<file path="config.mk">
export PLATFORM = sky130hd
export DESIGN_NAME = bmp_stream_writer_flat
export DESIGN_NICKNAME = d
export VERILOG_FILES = /design/src/rtl/bmp_stream_writer_pkg.sv /design/src/rtl/bmp_stream_writer_if.sv /design/src/rtl/bmp_header_rom.sv /design/src/rtl/bmp_stream_writer.sv /design/src/flat_wrapper.sv
export SDC_FILE = /design/constraint.sdc
export NUM_CORES = 1
export LEC_CHECK = 0
export BUFFER_PORTS_ARGS = -buffer_cell sky130_fd_sc_hd__buf_2
export CAP_MARGIN = 25
export CORE_UTILIZATION = 40
export CTS_CLUSTER_DIAMETER = 30
export DETAILED_ROUTE_END_ITERATION = 8
export SLEW_MARGIN = 10
export SYNTH_ARGS = -nofsm -noshare
export SYNTH_HDL_FRONTEND = slang
export SYNTH_HIERARCHICAL = 1
export SYNTH_SLANG_ARGS = --single-unit
</file>
<file path="constraint.sdc">
create_clock -name clock -period 2.53 [get_ports clock]
set_input_delay 0.253 -clock clock [delete_from_list [all_inputs] [get_ports clock]]
set_output_delay 0.253 -clock clock [all_outputs]
set_load 0.01 [all_outputs]
</file>
<file path="src/rtl/bmp_stream_writer_pkg.sv">
// BMP constants, header layout lookup and writer state encoding.
// Shared by the stream writer and a future stream reader.
package bmp_stream_writer_pkg;

    localparam int unsigned BMP_HEADER_SIZE = 54;
    localparam int unsigned BMP_BPP         = 24;
    localparam int unsigned BMP_PPM         = 2835;

    typedef enum logic [2:0] {
        ST_IDLE,
        ST_HEADER,
        ST_PIXEL,
        ST_PAD,
        ST_LAST
    } bmp_state_e;

    function automatic int unsigned bmp_stride(input int unsigned w);
        return ((3 * w + 3) / 4) * 4;
    endfunction

    // Each header field is treated as a little-endian 32-bit word starting at base.
    function automatic logic [7:0] bmp_header_byte(
        input logic [5:0]  idx,
        input int unsigned w,
        input int unsigned h
    );
        logic [31:0] img;
        logic [31:0] fld;
        logic [5:0]  base;
        logic [1:0]  sh;
        img  = bmp_stride(w) * h;
        fld  = '0;
        base = '0;
        case (idx) inside
            [6'd0:6'd1]:   begin fld = 32'h0000_4D42;           base = 6'd0;  end
            [6'd2:6'd5]:   begin fld = img + BMP_HEADER_SIZE;   base = 6'd2;  end
            [6'd10:6'd13]: begin fld = BMP_HEADER_SIZE;         base = 6'd10; end
            [6'd14:6'd17]: begin fld = 32'd40;                  base = 6'd14; end
            [6'd18:6'd21]: begin fld = w;                       base = 6'd18; end
            [6'd22:6'd25]: begin fld = h;                       base = 6'd22; end
            [6'd26:6'd29]: begin fld = {16'(BMP_BPP), 16'd1};   base = 6'd26; end
            [6'd34:6'd37]: begin fld = img;                     base = 6'd34; end
            [6'd38:6'd41]: begin fld = BMP_PPM;                 base = 6'd38; end
            [6'd42:6'd45]: begin fld = BMP_PPM;                 base = 6'd42; end
            default:       begin fld = '0;                      base = '0;    end
        endcase
        sh = 2'(idx - base);
        return fld[{sh, 3'b000} +: 8];
    endfunction

endpackage

</file>
<file path="src/rtl/bmp_stream_writer_if.sv">
// Gray FIFO read port and BMP byte stream handshake.
interface bmp_stream_writer_if #(
    parameter int DWIDTH = 8
) ();
    logic [DWIDTH-1:0] fifo_dout;
    logic              fifo_empty;
    logic              fifo_rd_en;
    logic [7:0]        out_data;
    logic              out_valid;
    logic              out_ready;
    logic              out_last;

    modport master (
        input  fifo_dout, fifo_empty, out_ready,
        output fifo_rd_en, out_data, out_valid, out_last
    );

    modport slave (
        output fifo_dout, fifo_empty, out_ready,
        input  fifo_rd_en, out_data, out_valid, out_last
    );
endinterface

</file>
<file path="src/rtl/bmp_header_rom.sv">
// 54-byte BMP header lookup, fully folded from the image size.
module bmp_header_rom
    import bmp_stream_writer_pkg::*;
#(
    parameter int unsigned IMG_WIDTH  = 720,
    parameter int unsigned IMG_HEIGHT = 540
) (
    input  logic [5:0] idx_i,
    output logic [7:0] byte_o
);
    logic [7:0] tbl [BMP_HEADER_SIZE];

    for (genvar i = 0; i < BMP_HEADER_SIZE; i++) begin : g_tbl
        assign tbl[i] = bmp_header_byte(6'(i), IMG_WIDTH, IMG_HEIGHT);
    end

    assign byte_o = (idx_i < 6'(BMP_HEADER_SIZE)) ? tbl[idx_i] : 8'h00;
endmodule

</file>
<file path="src/rtl/bmp_stream_writer.sv">
// Drains the gray FIFO and emits a complete 24-bit BMP file as bytes.
module bmp_stream_writer
    import bmp_stream_writer_pkg::*;
#(
    parameter int unsigned IMG_WIDTH  = 720,
    parameter int unsigned IMG_HEIGHT = 540,
    parameter int          DWIDTH     = 8
) (
    input  logic                clock,
    input  logic                reset,
    input  logic                start,
    bmp_stream_writer_if.master bus,
    output logic                busy,
    output logic                frame_done
);
    localparam int unsigned PAD      = bmp_stride(IMG_WIDTH) - 3 * IMG_WIDTH;
    localparam logic [11:0] LAST_COL = 12'(IMG_WIDTH - 1);
    localparam logic [11:0] LAST_ROW = 12'(IMG_HEIGHT - 1);
    localparam logic [1:0]  LAST_PAD = (PAD > 0) ? 2'(PAD - 1) : 2'd0;
    localparam logic [5:0]  LAST_HDR = 6'(BMP_HEADER_SIZE - 1);

    bmp_state_e        state_q, state_d;
    logic [5:0]        idx_q, idx_d;
    logic [11:0]       col_q, col_d;
    logic [11:0]       row_q, row_d;
    logic [1:0]        pad_q, pad_d;
    logic [1:0]        sub_q, sub_d;
    logic [DWIDTH-1:0] gray_q, gray_d;
    logic [7:0]        data_q, data_d;
    logic              valid_q, valid_d;
    logic              last_q, last_d;
    logic              done_q, done_d;
    logic              rd_en;
    logic              load;
    logic [7:0]        hdr_byte;

    bmp_header_rom #(
        .IMG_WIDTH (IMG_WIDTH),
        .IMG_HEIGHT(IMG_HEIGHT)
    ) u_rom (
        .idx_i (idx_q),
        .byte_o(hdr_byte)
    );

    // Next byte may load when the register is empty or being drained.
    assign load = !valid_q || bus.out_ready;

    always_comb begin
        state_d = state_q;
        idx_d   = idx_q;
        col_d   = col_q;
        row_d   = row_q;
        pad_d   = pad_q;
        sub_d   = sub_q;
        gray_d  = gray_q;
        data_d  = data_q;
        valid_d = valid_q;
        last_d  = last_q;
        done_d  = 1'b0;
        rd_en   = 1'b0;
        unique case (state_q)
            ST_IDLE: begin
                if (start && !done_q) begin
                    state_d = ST_HEADER;
                    data_d  = hdr_byte;
                    valid_d = 1'b1;
                    idx_d   = idx_q + 6'd1;
                end
            end
            ST_HEADER: begin
                if (load) begin
                    data_d  = hdr_byte;
                    valid_d = 1'b1;
                    idx_d   = idx_q + 6'd1;
                    if (idx_q == LAST_HDR) begin
                        state_d = ST_PIXEL;
                        idx_d   = '0;
                        col_d   = '0;
                        row_d   = '0;
                        sub_d   = '0;
                    end
                end
            end
            ST_PIXEL: begin
                if (load) begin
                    unique case (sub_q)
                        2'd0: begin
                            if (!bus.fifo_empty) begin
                                rd_en   = 1'b1;
                                gray_d  = bus.fifo_dout;
                                data_d  = 8'(bus.fifo_dout);
                                valid_d = 1'b1;
                                sub_d   = 2'd1;
                            end else begin
                                valid_d = 1'b0;
                            end
                        end
                        2'd1: begin
                            data_d  = 8'(gray_q);
                            valid_d = 1'b1;
                            sub_d   = 2'd2;
                        end
                        default: begin
                            data_d  = 8'(gray_q);
                            valid_d = 1'b1;
                            sub_d   = 2'd0;
                            if (col_q != LAST_COL) begin
                                col_d = col_q + 12'd1;
                            end else begin
                                col_d = '0;
                                if (PAD > 0) begin
                                    state_d = ST_PAD;
                                    pad_d   = '0;
                                end else if (row_q == LAST_ROW) begin
                                    last_d  = 1'b1;
                                    state_d = ST_LAST;
                                end else begin
                                    row_d = row_q + 12'd1;
                                end
                            end
                        end
                    endcase
                end
            end
            ST_PAD: begin
                if (load) begin
                    data_d  = 8'h00;
                    valid_d = 1'b1;
                    pad_d   = pad_q + 2'd1;
                    if (pad_q == LAST_PAD) begin
                        if (row_q == LAST_ROW) begin
                            last_d  = 1'b1;
                            state_d = ST_LAST;
                        end else begin
                            row_d   = row_q + 12'd1;
                            state_d = ST_PIXEL;
                        end
                    end
                end
            end
            ST_LAST: begin
                if (bus.out_ready) begin
                    valid_d = 1'b0;
                    last_d  = 1'b0;
                    done_d  = 1'b1;
                    state_d = ST_IDLE;
                end
            end
            default: state_d = ST_IDLE;
        endcase
    end

    always_ff @(posedge clock or negedge reset) begin
        if (!reset) begin
            state_q <= ST_IDLE;
            idx_q   <= '0;
            col_q   <= '0;
            row_q   <= '0;
            pad_q   <= '0;
            sub_q   <= '0;
            gray_q  <= '0;
            data_q  <= '0;
            valid_q <= 1'b0;
            last_q  <= 1'b0;
            done_q  <= 1'b0;
        end else begin
            state_q <= state_d;
            idx_q   <= idx_d;
            col_q   <= col_d;
            row_q   <= row_d;
            pad_q   <= pad_d;
            sub_q   <= sub_d;
            gray_q  <= gray_d;
            data_q  <= data_d;
            valid_q <= valid_d;
            last_q  <= last_d;
            done_q  <= done_d;
        end
    end

    assign bus.fifo_rd_en = rd_en;
    assign bus.out_data   = data_q;
    assign bus.out_valid  = valid_q;
    assign bus.out_last   = last_q;
    assign busy           = (state_q != ST_IDLE);
    assign frame_done     = done_q;
endmodule

</file>
<file path="src/flat_wrapper.sv">
// flat-port wrapper written by rule: the top's interface ports become plain ports
module bmp_stream_writer_flat import bmp_stream_writer_pkg::*;
#(
    parameter int unsigned IMG_WIDTH  = 720,
    parameter int unsigned IMG_HEIGHT = 540,
    parameter int          DWIDTH     = 8
)
  (clock, reset, start, busy, frame_done, bus_fifo_dout, bus_fifo_empty, bus_out_ready, bus_fifo_rd_en, bus_out_data, bus_out_valid, bus_out_last);
  bmp_stream_writer_if #(.DWIDTH(DWIDTH)) bus_i ();
  input  logic clock;
  input  logic reset;
  input  logic start;
  output logic busy;
  output logic frame_done;
  input wire logic [$bits(bus_i.fifo_dout)-1:0] bus_fifo_dout;
  input wire logic [$bits(bus_i.fifo_empty)-1:0] bus_fifo_empty;
  input wire logic [$bits(bus_i.out_ready)-1:0] bus_out_ready;
  output wire logic [$bits(bus_i.fifo_rd_en)-1:0] bus_fifo_rd_en;
  output wire logic [$bits(bus_i.out_data)-1:0] bus_out_data;
  output wire logic [$bits(bus_i.out_valid)-1:0] bus_out_valid;
  output wire logic [$bits(bus_i.out_last)-1:0] bus_out_last;
  assign bus_i.fifo_dout = bus_fifo_dout;
  assign bus_i.fifo_empty = bus_fifo_empty;
  assign bus_i.out_ready = bus_out_ready;
  assign bus_fifo_rd_en = bus_i.fifo_rd_en;
  assign bus_out_data = bus_i.out_data;
  assign bus_out_valid = bus_i.out_valid;
  assign bus_out_last = bus_i.out_last;
  bmp_stream_writer #(.IMG_WIDTH(IMG_WIDTH), .IMG_HEIGHT(IMG_HEIGHT), .DWIDTH(DWIDTH)) u_core (.clock(clock), .reset(reset), .start(start), .bus(bus_i), .busy(busy), .frame_done(frame_done));
endmodule
</file>
======== Word-level counts from Yosys, hierarchy flattened ========
Memory sizes are Yosys's and may differ from the RTL's.
Index checks and enable logic that the tools add are counted.
word-level totals
  output and inout bits ................... 13
  ROM bits ................................ 512
  input bits .............................. 13
  logic and storage cells ................. 130
  memories kept ........................... 1
  bits in registers ....................... 56
operators by class
  multiplexer cells ....................... 64
  bitwise operators ....................... 2
  reductions and logical operators ........ 26
  eq/ne operators ......................... 20
  $add $sub $neg .......................... 4
  $lt $le $gt $ge ......................... 2
memory list
  memory           depth  width  read ports  clocked after Yosys merged registers in  wr ports  line                  source
  (no name shown)  64     8      1           0                                        0         bmp_header_rom.sv:17  assign byte_o = (idx_i < 6'(BMP_HEADER_SIZE)) ? tbl[idx_i] : 8'h00;
operator list
  cell                                                                       count
  12-bit two-way mux                                                         11
  8-bit two-way mux                                                          9
  12-bit case mux with 3 select lines                                        1
  3-bit two-way mux                                                          11
  8-bit case mux with 4 select lines                                         1
  12-bit by 1-bit adder with 12-bit output, second input constant            2
  12-bit case mux with 2 select lines                                        1
  6-bit two-way mux                                                          3
  1-bit two-way mux                                                          17
  2-bit by 1-bit inequality test with 1-bit output, second input constant    8
  3-bit case mux with 5 select lines                                         1
  5-bit AND reduction                                                        3
  12-bit by 10-bit == test with 1-bit output, second input constant          1
  12-bit by 10-bit inequality test with 1-bit output, second input constant  1
  6-bit case mux with 2 select lines                                         1
  10-bit AND reduction                                                       1
  3-bit nonzero test                                                         3
  2-bit two-way mux                                                          4
  2-bit case mux with 2 select lines                                         2
  8-bit AND reduction                                                        1
  4-bit nonzero test                                                         2
  7-bit >= comparator, second input constant                                 1
  6-bit NOT with 7-bit output                                                1
  7-bit AND reduction                                                        1
  24 further kinds                                                           31

======== Depth between registers and ports, before layout ========
Gate-level depths: netlist of the first run.
  word-level depth ........................ 7
  gate-level depth with buffers ........... 8
  mapped depth without buffers ............ 7

======== By module ========
Netlist of the first run, hierarchy kept.
by module, submodules not included
  module             area an instance (um^2)  sequential area each (um^2)  instances  cells each
  bmp_stream_writer  3075.4                   1401.3                       1          320
  bmp_header_rom     334.1                    0.0                          1          53

======== Worst setup path before layout of the first run ========
OpenSTA, ideal clock, no wires.
  path kind ............................... register -> register
  from .................................... register u_core.row_q[0]
  to ...................................... register u_core.state_q[1]
  data required time ...................... 2.409 ns
  cell stages (with the launch flop) ...... 7
  clock period less this slack ............ 2.140 ns
  path buffers ............................ 0
  library setup time ...................... 0.121 ns
  setup slack ............................. 0.390 ns
  data arrival time ....................... 2.019 ns
  cells stage by stage .................... dfrtp_1 -> ha_1 -> or4b_1 -> nor3_2 -> nor2_1 -> or3_2 -> a22o_1
on the way
  word-level cells in the longest chain between the ends .. 5
  elaborated cells between the ends (all ways) .. 7
  those cells by class .................... eq/ne (2); mux (4); reduce/logical (1)
RTL lines
  element                                         line                                                source
  start, declared                                 bmp_stream_writer.sv:25                             logic [11:0] row_q, row_d;
  start signal, assigned                          bmp_stream_writer.sv:170                            row_q <= row_d;
  12-bit by 10-bit == test with 1-bit output (*)  bmp_stream_writer.sv:114, bmp_stream_writer.sv:131
  3-bit two-way mux                               bmp_stream_writer.sv:131                            if (row_q == LAST_ROW) begin
  3-bit two-way mux                               bmp_stream_writer.sv:130                            if (pad_q == LAST_PAD) begin
  3-bit two-way mux                               bmp_stream_writer.sv:126                            if (load) begin
  3-bit case mux with 5 select lines              bmp_stream_writer.sv:61                             unique case (state_q)
  end signal, assigned                            bmp_stream_writer.sv:167                            state_q <= state_d;
  end, declared                                   bmp_stream_writer.sv:22                             bmp_state_e state_q, state_d;
Mark *: on every way between the ends. The rest lies on a longest branch, timed or not. The select of a mux whose other input is x is not followed.
A chain may end at the register's enable or synchronous reset.

======== Worst setup path after layout of the first run ========
  from .................................... register u_core.col_q[0]
  to ...................................... register u_core.row_q[4]
on the way
  word-level cells in the longest chain between the ends .. 3
RTL lines
  element                                             line                      source
  start, declared                                     bmp_stream_writer.sv:24   logic [11:0] col_q, col_d;
  start signal, assigned                              bmp_stream_writer.sv:169  col_q <= col_d;
  12-bit by 10-bit inequality test with 1-bit output  bmp_stream_writer.sv:107  if (col_q != LAST_COL) begin
  2-bit inequality test (no source line)              -
  8-bit AND reduction (no source line)                -
Every way passes these cells.

==> results of run 1 <==
## worst max path at each step
stage                                 start                end  slack [ns]
after CTS                 u_core/state_q[1]     bus_fifo_rd_en        0.11
after floorplan             u_core/row_q[0]  u_core/state_q[1]        0.39
after global routing        u_core/col_q[0]   u_core/row_q[10]        0.05
final                       u_core/col_q[0]    u_core/row_q[4]        0.28
after global placement      u_core/col_q[0]    u_core/row_q[8]        0.37
after detailed placement    u_core/col_q[0]   u_core/row_q[11]        0.27
## cells in the mapped netlist, types with 3 or more instances
| library cell | instances | share of area, % |
|---|---|---|
| ha_1 | 5 | 1.8 |
| and2_1 | 3 | 0.55 |
| a21oi_1 | 5 | 0.73 |
| mux2_2 | 17 | 5.6 |
| o31ai_1 | 19 | 4.2 |
| o21ai_0 | 48 | 7.0 |
| dfrtp_1 | 56 | 41 |
| nor2b_1 | 8 | 1.5 |
| nand4b_1 | 4 | 1.0 |
| or2_2 | 3 | 0.55 |
| o22ai_1 | 4 | 0.73 |
| mux2i_1 | 10 | 2.9 |
| a31oi_1 | 7 | 1.3 |
| inv_1 | 13 | 1.4 |
| buf_2 | 3 | 0.44 |
| nand3_1 | 17 | 2.5 |
| nand2_1 | 31 | 3.4 |
| nor2_1 | 23 | 2.5 |
| and3_1 | 8 | 1.5 |
| nor4_1 | 3 | 0.55 |
| nor3_1 | 5 | 0.73 |
| o21ai_1 | 4 | 0.59 |
| o21a_1 | 3 | 0.66 |
| nand2b_1 | 11 | 2.0 |
| clkbuf_1 | 11 | 1.2 |
## per-stage QoR
step | hold WS (ns) | cell area, um^2 | power, mW | util, %
2_1_floorplan | -0.0426 | 3410 | 2.86 | -
3_3_place_gp | 0.288 | 3710 | 3.35 | 45.1
3_5_place_dp | 0.287 | 3710 | 3.41 | 45.1
4_1_cts | 0.173 | 3830 | 4.03 | 46.7
5_1_grt | 0.167 | 3870 | 4.38 | 47.1
6_report | 0.186 | 3870 | 4.03 | 47.1
## flip-flops by register name (all words and copies together), names as in the netlist, 2 cells and up
name                 cells
u_core/state_q           3
u_core/row_q            12
u_core/gray_q            8
u_core/col_q            12
u_core/bus.out_data      8
u_core/sub_q             2
u_core/idx_q             6
u_core/pad_q             2
## critical path, cell delays in order, from the launching register on
cell and delay [ns]:
dfrtp_1 0.43, ha_1 0.24, nand4b_1 0.21, nor4_4 0.39, o21ai_2 0.12, or4_4 0.52, o31ai_1 0.26
## area by class of cell
cell class	instances	area (um^2)	share of cell area (%)
repair buffers	47	305	7.88
multi-input cells	285	1870	48.2
clock inverters	3	47.5	1.23
inverters	14	52.6	1.36
flip-flops and latches	56	1400	36.2
clock buffers	5	68.8	1.78
well taps	105	131	3.39
## per-layer routing
layer	track usage [%]	vias to the layer above
li1	-	1443
met3	3.07	2
met5	0	-
met1	25.9	1397
met4	2.95	0
met2	30.4	49
## power by group
| part | internal (mW) | switching, mW | leakage (nW) | total, mW |
|---|---|---|---|---|
| Sequential | 1.20 | 0.276 | 0.716 | 1.48 |
| Combinational | 0.881 | 1.07 | 0.875 | 1.96 |
| Clock | 0.299 | 0.302 | 0.0583 | 0.601 |
## what timing repair did
| action | 4_1_cts | 5_1_grt |
|---|---|---|
| hold buffers | 1 | 0 |
| setup endpoints to repair | 0 | 1 |
| hold endpoints to repair | 56 | 0 |
| gates resized for setup | 0 | 0 |
| buffers inserted | 0 | 5 |
## cells by family after synthesis
group           Yosys count
compound gates          111
flops                    56
fa+ha+maj                 5
xor+xnor                  2
buf+inv                  32
simple gates            139
mux                      28
## cell usage in the layout (no fill, tap or decap), types with 2 or more instances in the layout
cell type / netlist / layout
dfrtp_1: 56 / 56
o21ai_0: 48 / 48
nand2_1: 31 / 31
buf_2: 3 / 25
nor2_1: 23 / 23
buf_4: 1 / 20
o31ai_1: 19 / 19
nand3_1: 17 / 17
mux2_2: 17 / 17
inv_1: 13 / 13
nand2b_1: 11 / 11
mux2i_1: 10 / 10
and3_1: 8 / 8
nor2b_1: 8 / 8
a31oi_1: 7 / 7
clkbuf_8: 0 / 5
nor3_1: 5 / 5
a21oi_1: 5 / 5
ha_1: 5 / 5
nand4b_1: 4 / 4
o21ai_1: 4 / 4
o22ai_1: 4 / 4
or2_2: 3 / 3
and2_1: 3 / 3
nor4_1: 3 / 3
o21a_1: 3 / 3
clkinv_4: 0 / 2
or3_1: 2 / 2
nor3b_1: 2 / 2
nor2_2: 2 / 2
or3b_4: 2 / 2
nand4_1: 2 / 2
o211ai_1: 2 / 2
o21bai_1: 2 / 2
o41ai_1: 2 / 2
a22o_1: 2 / 2
or2_1: 2 / 2
a22oi_1: 2 / 2
o31a_1: 2 / 2
==> impl_results.md, run 1 <==
* Synthesized area per cell at 9.14 um^2
* Highest clock rate at 445 MHz
* Clock transition at path regs at 0.11 ns
* Gr usage total at 18.5%
* CTS buffer count at 5
* Layout cells sized above 1 at 21.7%
* Dpl ws at 0.270 ns
* CP max FO at 11
* Syn Nets at 391
* Critical R2R Capture: u_core/row_q[4]
* Post-synth EDFFs at 0
* Hold path cells at 2
* Initial drt markers at 121
* Vias in the first global route at 2,722
* WHS Endpoint: u_core/gray_q[4]
* Largest net degree at the start of global routing at 57
* Routed met1 length at 3.90 mm
* First-pass iteration count of the detailed router at 4
* Max transition margin at 63.3%
* Register-to-register path setup slack at 0.28 ns
* Worst hold start: bus_fifo_dout[4]
* WL met3 at 256 um
* Final worst-path cycle share at 88.9%
* Clk sinks at 56
* Met2 wire length at 3.56 mm
* Hold Violations, Final at 0
* H-tree levels at 2
* Count of final setup violators at 0
* Final Skew at 0.0117 ns
* Reg2reg start: u_core/col_q[0]
* Routed Antenna Nets at 0
* Top FF cell, synth: dfrtp_1
* Die Height at 94.3 um
* Compound-Gate Fraction of Synth Area at 20.7%
* RSZ-0062 raised after global routing: no
* Clock root cell: clkbuf_8
* Main combinational cell family by area after synthesis: simple AND/OR/NAND/NOR gates
* Ys Warns at 6
* Max-cap violations at 0
* WP data arrival at 2.47 ns
* CTS tree: done
* First-pass GRT wire length at 13.0 mm
* GR Overflow Total at 0
* Highest routed layer: met4
* Max clock buf depth at 2
* Seq/Total Area, Yosys at 41.1%
* Mux cell area share after synthesis at 8.88%
* Mapped Area at 3410 um^2
* FP Rows at 33
* Core region area at 8220 um^2
* Wire length per cell at 15.0 um
* Initial antenna violation count at 0
* Worst Max-Slew Pin Slew at 0.544 ns
* I/O pin total at 26
* Final nets at 427
* Post-Syn Instances at 373
* Post-route setup slack at 0.281 ns
* #FFs+latches synth at 56
* Setup TNS at 0 ns
* Dpl cells at 501
* Starting Density at 41.5%
* Clock latency on the worst-skew pair at 0.31 ns
* Simple-gate share of the synthesized area at 22.8%
* Leakage power of the design at 1.65 nW
* IO Port Bufs at 25
* Final WL at 7.75 mm
* R2r worst-path depth at 6
* Number of distinct library cells after synthesis at 64
* Slew Limit Fails at 0
* Worst Hold Class: in2reg
* Via density at 5.61
* Area grow syn2layout at 13.6%
* GP Congestion at 0.821
* Die area at 8900 um^2
* VDD IR max at 455 uV
* Critical setup path kind: reg2reg
* Fillers at 813
* Adder-cell share of the synthesized area at 1.83%
* Post-Layout Cell Count at 515
* CP endpoint kind: flip-flop
* Hpwl dp at 5.48 mm
* Xor/xnor share of the synthesized area at 0.514%
* Drt drc at 0
* Data required time of the worst path at 2.75 ns
* Status: complete, no violations
* Total power per unit cell area at 1040 nW/um^2
* Chip width at 94.3 um
* Antenna cells at 0
* Ys async rst share at 100%
* Via count at 2,891
* CP Launch Type: flip-flop
* Min cycle time layout at 2.25 ns
No activity file was read; power rests on OpenSTA's default activity.
==> run 2: changes to the inputs <==
--- a/config.mk
+++ b/config.mk
@@ -5,11 +5,12 @@
 export SDC_FILE = /design/constraint.sdc
 export NUM_CORES = 1
 export LEC_CHECK = 0
-export BUFFER_PORTS_ARGS = -buffer_cell sky130_fd_sc_hd__buf_2
+export BUFFER_PORTS_ARGS = -buffer_cell sky130_fd_sc_hd__clkbuf_2
 export CAP_MARGIN = 25
-export CORE_UTILIZATION = 40
+export CORE_UTILIZATION = 58
 export CTS_CLUSTER_DIAMETER = 30
 export DETAILED_ROUTE_END_ITERATION = 8
+export PLACE_DENSITY = 0.77
 export SLEW_MARGIN = 10
 export SYNTH_ARGS = -nofsm -noshare
 export SYNTH_HDL_FRONTEND = slang
==> run 2 against run 1 <==
  * Die area is 30% lower
  * Power is 2.9% lower
  * Global-route usage is 7.2 points higher
  * Critical path depth stayed put
  * First-iteration DRC count is 100% higher
  * Via count is 3.4% higher
  * Worst setup slack worse by 0.011 ns
  * Highest routed layer unchanged
  * Count of clock-buffer cells in the layout stayed put
  * Clock power is 14% lower
  * Sequential power hardly changed
==> impl_results.md, run 2 (synthesized netlist as in run 1, its figures left out) <==
* Status: complete, no violations
* Via density at 6.26
* Max-cap violations at 0
* Slew Limit Fails at 0
* Crit-path cells: ha_1, nand4b_1, nor4_4, o21ai_2, or4_4, o31ai_1
* Count of final setup violators at 0
* Clock latency on the worst-skew pair at 0.32 ns
* Critical setup path kind: reg2reg
* Register-to-register path setup slack at 0.27 ns
* Worst Max-Slew Pin Slew at 0.702 ns
* Hold Violations, Final at 0
* Chip width at 78.7 um
* Clock root cell: clkbuf_8
* Wire length per cell at 15.0 um
* GR Overflow Total at 0
* Highest clock rate at 442 MHz
* Max clock buf depth at 2
* Initial drt markers at 242
* First-pass iteration count of the detailed router at 5
* WP data arrival at 2.48 ns
* FP Rows at 27
* Top Registers: u_core/col_q: 12 flops, u_core/row_q: 12 flops
* I/O pin total at 26
* Reg2reg start: u_core/col_q[0]
* GP Congestion at 0.840
* Hpwl dp at 5.09 mm
* Max stage delay on crit path at 0.51 ns
* Largest net degree at the start of global routing at 57
* Commonest non-fill, non-tap cell in the layout: dfrtp_1
* VDD IR max at 591 uV
* Worst Hold Class: in2async
* CTS tree: done
* H-tree levels at 2
* Routed Antenna Nets at 0
* Starting Density at 61.2%
* Leakage power of the design at 1.61 nW
* Final worst-path cycle share at 89.3%
* Post-CTS setup buffer count at 0
* Final WL at 7.15 mm
* Commonest non-fill, non-tap cells in the layout: 56 x dfrtp_1, 48 x o21ai_0, 31 x nand2_1
* First-pass GRT wire length at 12.6 mm
* Layout cells sized above 1 at 21.0%
* CTS buffer count at 5
* CP Launch Type: flip-flop
* Die Height at 78.7 um
* Data required time of the worst path at 2.75 ns
* Setup TNS at 0 ns
* Gr usage total at 25.7%
* R2r worst-path depth at 6
* Hold-fix buffers, CTS at 0
* CP max stage cell: or4_4
* IO Port Bufs at 25
* Vias in the first global route at 2,803
* Worst setup path start: u_core/col_q[0]
* Die area at 6190 um^2
* Critical R2R Capture: u_core/row_q[10]
* Tot Pwr at 3.91 mW
* Max transition margin at 53.2%
* Drt drc at 0
* Final nets at 422
* Min cycle time layout at 2.26 ns
* Initial antenna violation count at 0
* Area grow syn2layout at 10.2%
* CP max FO at 11
* CP endpoint kind: flip-flop
* Final Skew at 0.0119 ns
* Via count at 2,988
* Clock transition at path regs at 0.11 ns
* RSZ-0062 raised after global routing: no
* Core region area at 5570 um^2
* Total power per unit cell area at 1040 nW/um^2
* Clk sinks at 56
* Resize count post-CTS at 0
* Antenna cells at 0
==> run 2: cell count changes in the layout (fill, tap and decap cells not counted), sizes merged <==
cell | before | now
buf | 46 | 17
clkbuf | 5 | 30
clkinv | 2 | 0
inv | 14 | 16
bufinv | 1 | 0
clkinvlp | 0 | 1
dlygate4sd3 | 1 | 0
==> run 2: cell type report <==
cell class                 count  area [um^2]
timing repair buffer          42          253
inverter                      14         52.6
fill                         442         1820
sequential                    56         1400
clock buffer                   5         68.8
tap                           72         90.1
multi-input combinational    285         1870
clock inverter                 3         25.0
==> run 2: metal layers <==
layer  track usage [%]  vias to the layer above  routed length (um)
met5                 0                        -                   0
met4              8.52                        0                  69
met3              3.72                       10                 387
met2              41.6                       97                3550
met1              35.4                     1449                3140
li1                  -                     1432                   -
==> run 2: worst max path at each step <==
stage	endpoint	slack [ns]	depth (start not counted)
floorplan	u_core/state_q[1]	0.39	6
global placement	u_core/row_q[10]	0.39	6
detailed placement	u_core/row_q[11]	0.29	6
CTS	u_core/row_q[10]	0.26	6
global route	u_core/row_q[10]	0.07	6
finish	u_core/row_q[10]	0.27	6
==> run 2: worst max-delay path: cells and delay by family, from the launching register on <==
| kind | cells | cell delay (ns) |
|---|---|---|
| and+or+nand+nor | 3 | 1.11 |
| DFF | 1 | 0.42 |
| AOI/OAI and AO/OA | 2 | 0.39 |
| adders and majority gates | 1 | 0.23 |
==> run 2: power breakdown <==
group          switching, mW  internal [mW]
logic                   1.05          0.862
clock network          0.314          0.203
registers              0.282           1.20
==> run 2: through the flow <==
| step | hold WS, ns | utilization, % | instances | setup slack (ns) | area (um^2) |
|---|---|---|---|---|---|
| floorplan | -0.0426 | - | 373 | 0.390 | 3410 |
| global placement | 0.447 | 65.7 | 469 | 0.386 | 3660 |
| detailed placement | 0.438 | 65.7 | 469 | 0.294 | 3660 |
| CTS | 0.0835 | 67.4 | 477 | 0.259 | 3760 |
| global route | 0.133 | 67.4 | 477 | 0.0662 | 3760 |
| finish | 0.0574 | 67.4 | 477 | 0.270 | 3760 |
==> run 3: changes to the inputs <==
--- a/config.mk
+++ b/config.mk
@@ -11,6 +11,7 @@
 export CTS_CLUSTER_DIAMETER = 30
 export DETAILED_ROUTE_END_ITERATION = 8
 export PLACE_DENSITY = 0.77
+export RECOVER_POWER = 100
 export SLEW_MARGIN = 10
 export SYNTH_ARGS = -nofsm -noshare
 export SYNTH_HDL_FRONTEND = slang
==> run 3 against run 2 <==
  * First-iteration DRC count decreased by 18%
  * Register-to-register slack about the same
  * Sequential share of layout area increased by 0.47 points
  * Critical path depth unchanged
  * Sequential power about the same
  * Worst setup slack got worse by 0.0095 ns
  * Die area unchanged
  * Sequential cell count unchanged
  * Fmax decreased by 0.42%
  * Critical path type unchanged
==> impl_results.md, run 3 (synthesized netlist as in run 1, its figures left out) <==
* Top cell family by delay on the critical path: simple AND/OR/NAND/NOR gates
* Max-cap violations at 0
* Count of final setup violators at 0
* R2r worst-path depth at 6
* Vias in the first global route at 2,803
* Commonest non-fill, non-tap cells in the layout: 56 x dfrtp_1, 49 x o21ai_0, 31 x nand2_1
* Wire length per cell at 15.1 um
* First-pass iteration count of the detailed router at 4
* Core region area at 5570 um^2
* Final WL at 7.19 mm
* FP Rows at 27
* Clock root cell: clkbuf_8
* CP max FO at 11
* Leakage power of the design at 1.55 nW
* Critical path buffers and inverters at 0
* Drt drc at 0
* Antenna cells at 0
* Via density at 6.21
* GR Overflow Total at 0
* CTS buffer count at 5
* Tot Pwr at 3.87 mW
* Worst hold start: bus_fifo_dout[4]
* Clock latency on the worst-skew pair at 0.32 ns
* Die area at 6190 um^2
* Area grow syn2layout at 8.81%
* Register-to-register path setup slack at 0.26 ns
* WHS Endpoint: u_core/gray_q[4]
* Via count at 2,964
* CP Launch Type: flip-flop
* Max stage delay on crit path at 0.52 ns
* Initial drt markers at 199
* Layout cells sized above 1 at 16.3%
* Switch share at 42.7%
* Final Skew at 0.0117 ns
* IO Port Bufs at 25
* Status: complete, no violations
* Instance count on the critical path at 6
* Highest clock rate at 441 MHz
* GP Congestion at 0.840
* Hold Violations, Final at 0
* Sequential Power Share at 38.3%
* Clock power frac at 13.4%
* CTS tree: done
* Hold path cells at 2
* Setup TNS at 0 ns
* Worst Hold Class: in2reg
* Die Height at 78.7 um
* Min cycle time layout at 2.27 ns
* Hold-fix buffers, CTS at 0
* Crit-path cells: ha_1, nand4b_1, nor4_4, o21ai_2, or4_4, o31ai_1
* Clk sinks at 56
* Chip width at 78.7 um
* Starting Density at 61.2%
* Final worst-path cycle share at 89.7%
* Clock transition at path regs at 0.11 ns
* Critical R2R Capture: u_core/row_q[10]
* Commonest non-fill, non-tap cell in the layout: dfrtp_1
* Max clock buf depth at 2
* Top Registers: u_core/col_q: 12 flops, u_core/row_q: 12 flops
* Reg2reg start: u_core/col_q[0]
* I/O pin total at 26
* Net switching power at 1.65 mW
* Worst Max-Slew Pin Slew at 1.36 ns
* Largest net degree at the start of global routing at 57
* Post-CTS setup buffer count at 0
* Max transition margin at 9.11%
* VDD IR max at 566 uV
* Hpwl dp at 5.09 mm
* Initial antenna violation count at 0
* CP max stage cell: or4_4
* WP data arrival at 2.49 ns
* CP endpoint kind: flip-flop
* Gate power share at 48.3%
* Resize count post-CTS at 0
* Slew Limit Fails at 0
* H-tree levels at 2
* Critical setup path kind: reg2reg
* Final nets at 422
* RSZ-0062 raised after global routing: no
* Routed Antenna Nets at 0
* Data required time of the worst path at 2.75 ns
* Gr usage total at 25.7%
* Internal Power at 2.22 mW
* Total power per unit cell area at 1040 nW/um^2
* First-pass GRT wire length at 12.6 mm
-- run 3: worst max path at each step --
stage,end,start
2_1_floorplan,u_core/state_q[1],u_core/row_q[0]
3_3_place_gp,u_core/row_q[10],u_core/col_q[0]
3_5_place_dp,u_core/row_q[11],u_core/col_q[0]
4_1_cts,u_core/row_q[10],u_core/col_q[0]
5_1_grt,u_core/row_q[10],u_core/col_q[0]
6_report,u_core/row_q[10],u_core/col_q[0]
-- run 3: worst reg2reg max path, cell delays in order (launching register included) --
cell      delay (ns)
dfrtp_1         0.42
ha_1            0.23
nand4b_1        0.22
nor4_4          0.39
o21ai_2         0.12
or4_4           0.52
o31ai_1         0.27
-- run 3: cell type report --
type	count	area, um^2
clock buffers	5	68.8
clock inverters	3	25.0
fillers	456	1860
inverters	14	52.6
multi-input cells	285	1860
flip-flops and latches	56	1400
well taps	72	90.1
repair buffers	42	211
-- run 3: layer usage --
metal	wire (um)	track usage (%)
met4	69	8.52
met1	3280	35.4
met2	3570	41.6
met5	0	0
met3	272	3.72
-- run 3: power by group through the flow --
stage | combinational (mW) | clock [mW] | sequential [mW]
global route | 2.11 | 0.565 | 1.53
finish | 1.87 | 0.517 | 1.48
detailed placement | 1.92 | 0 | 1.49
global placement | 1.85 | 0 | 1.48
CTS | 1.92 | 0.541 | 1.48
floorplan | 1.38 | 0 | 1.48
-- run 3: stage by stage --
step | util, % | std cells | setup WS, ns | cell area [um^2] | hold WS (ns)
floorplan | - | 373 | 0.390 | 3410 | -0.0426
CTS | 67.4 | 477 | 0.259 | 3760 | 0.0835
global placement | 65.7 | 469 | 0.386 | 3660 | 0.447
finish | 66.6 | 477 | 0.260 | 3710 | 0.176
detailed placement | 65.7 | 469 | 0.294 | 3660 | 0.438
global route | 66.6 | 477 | 0.0677 | 3710 | 0.165
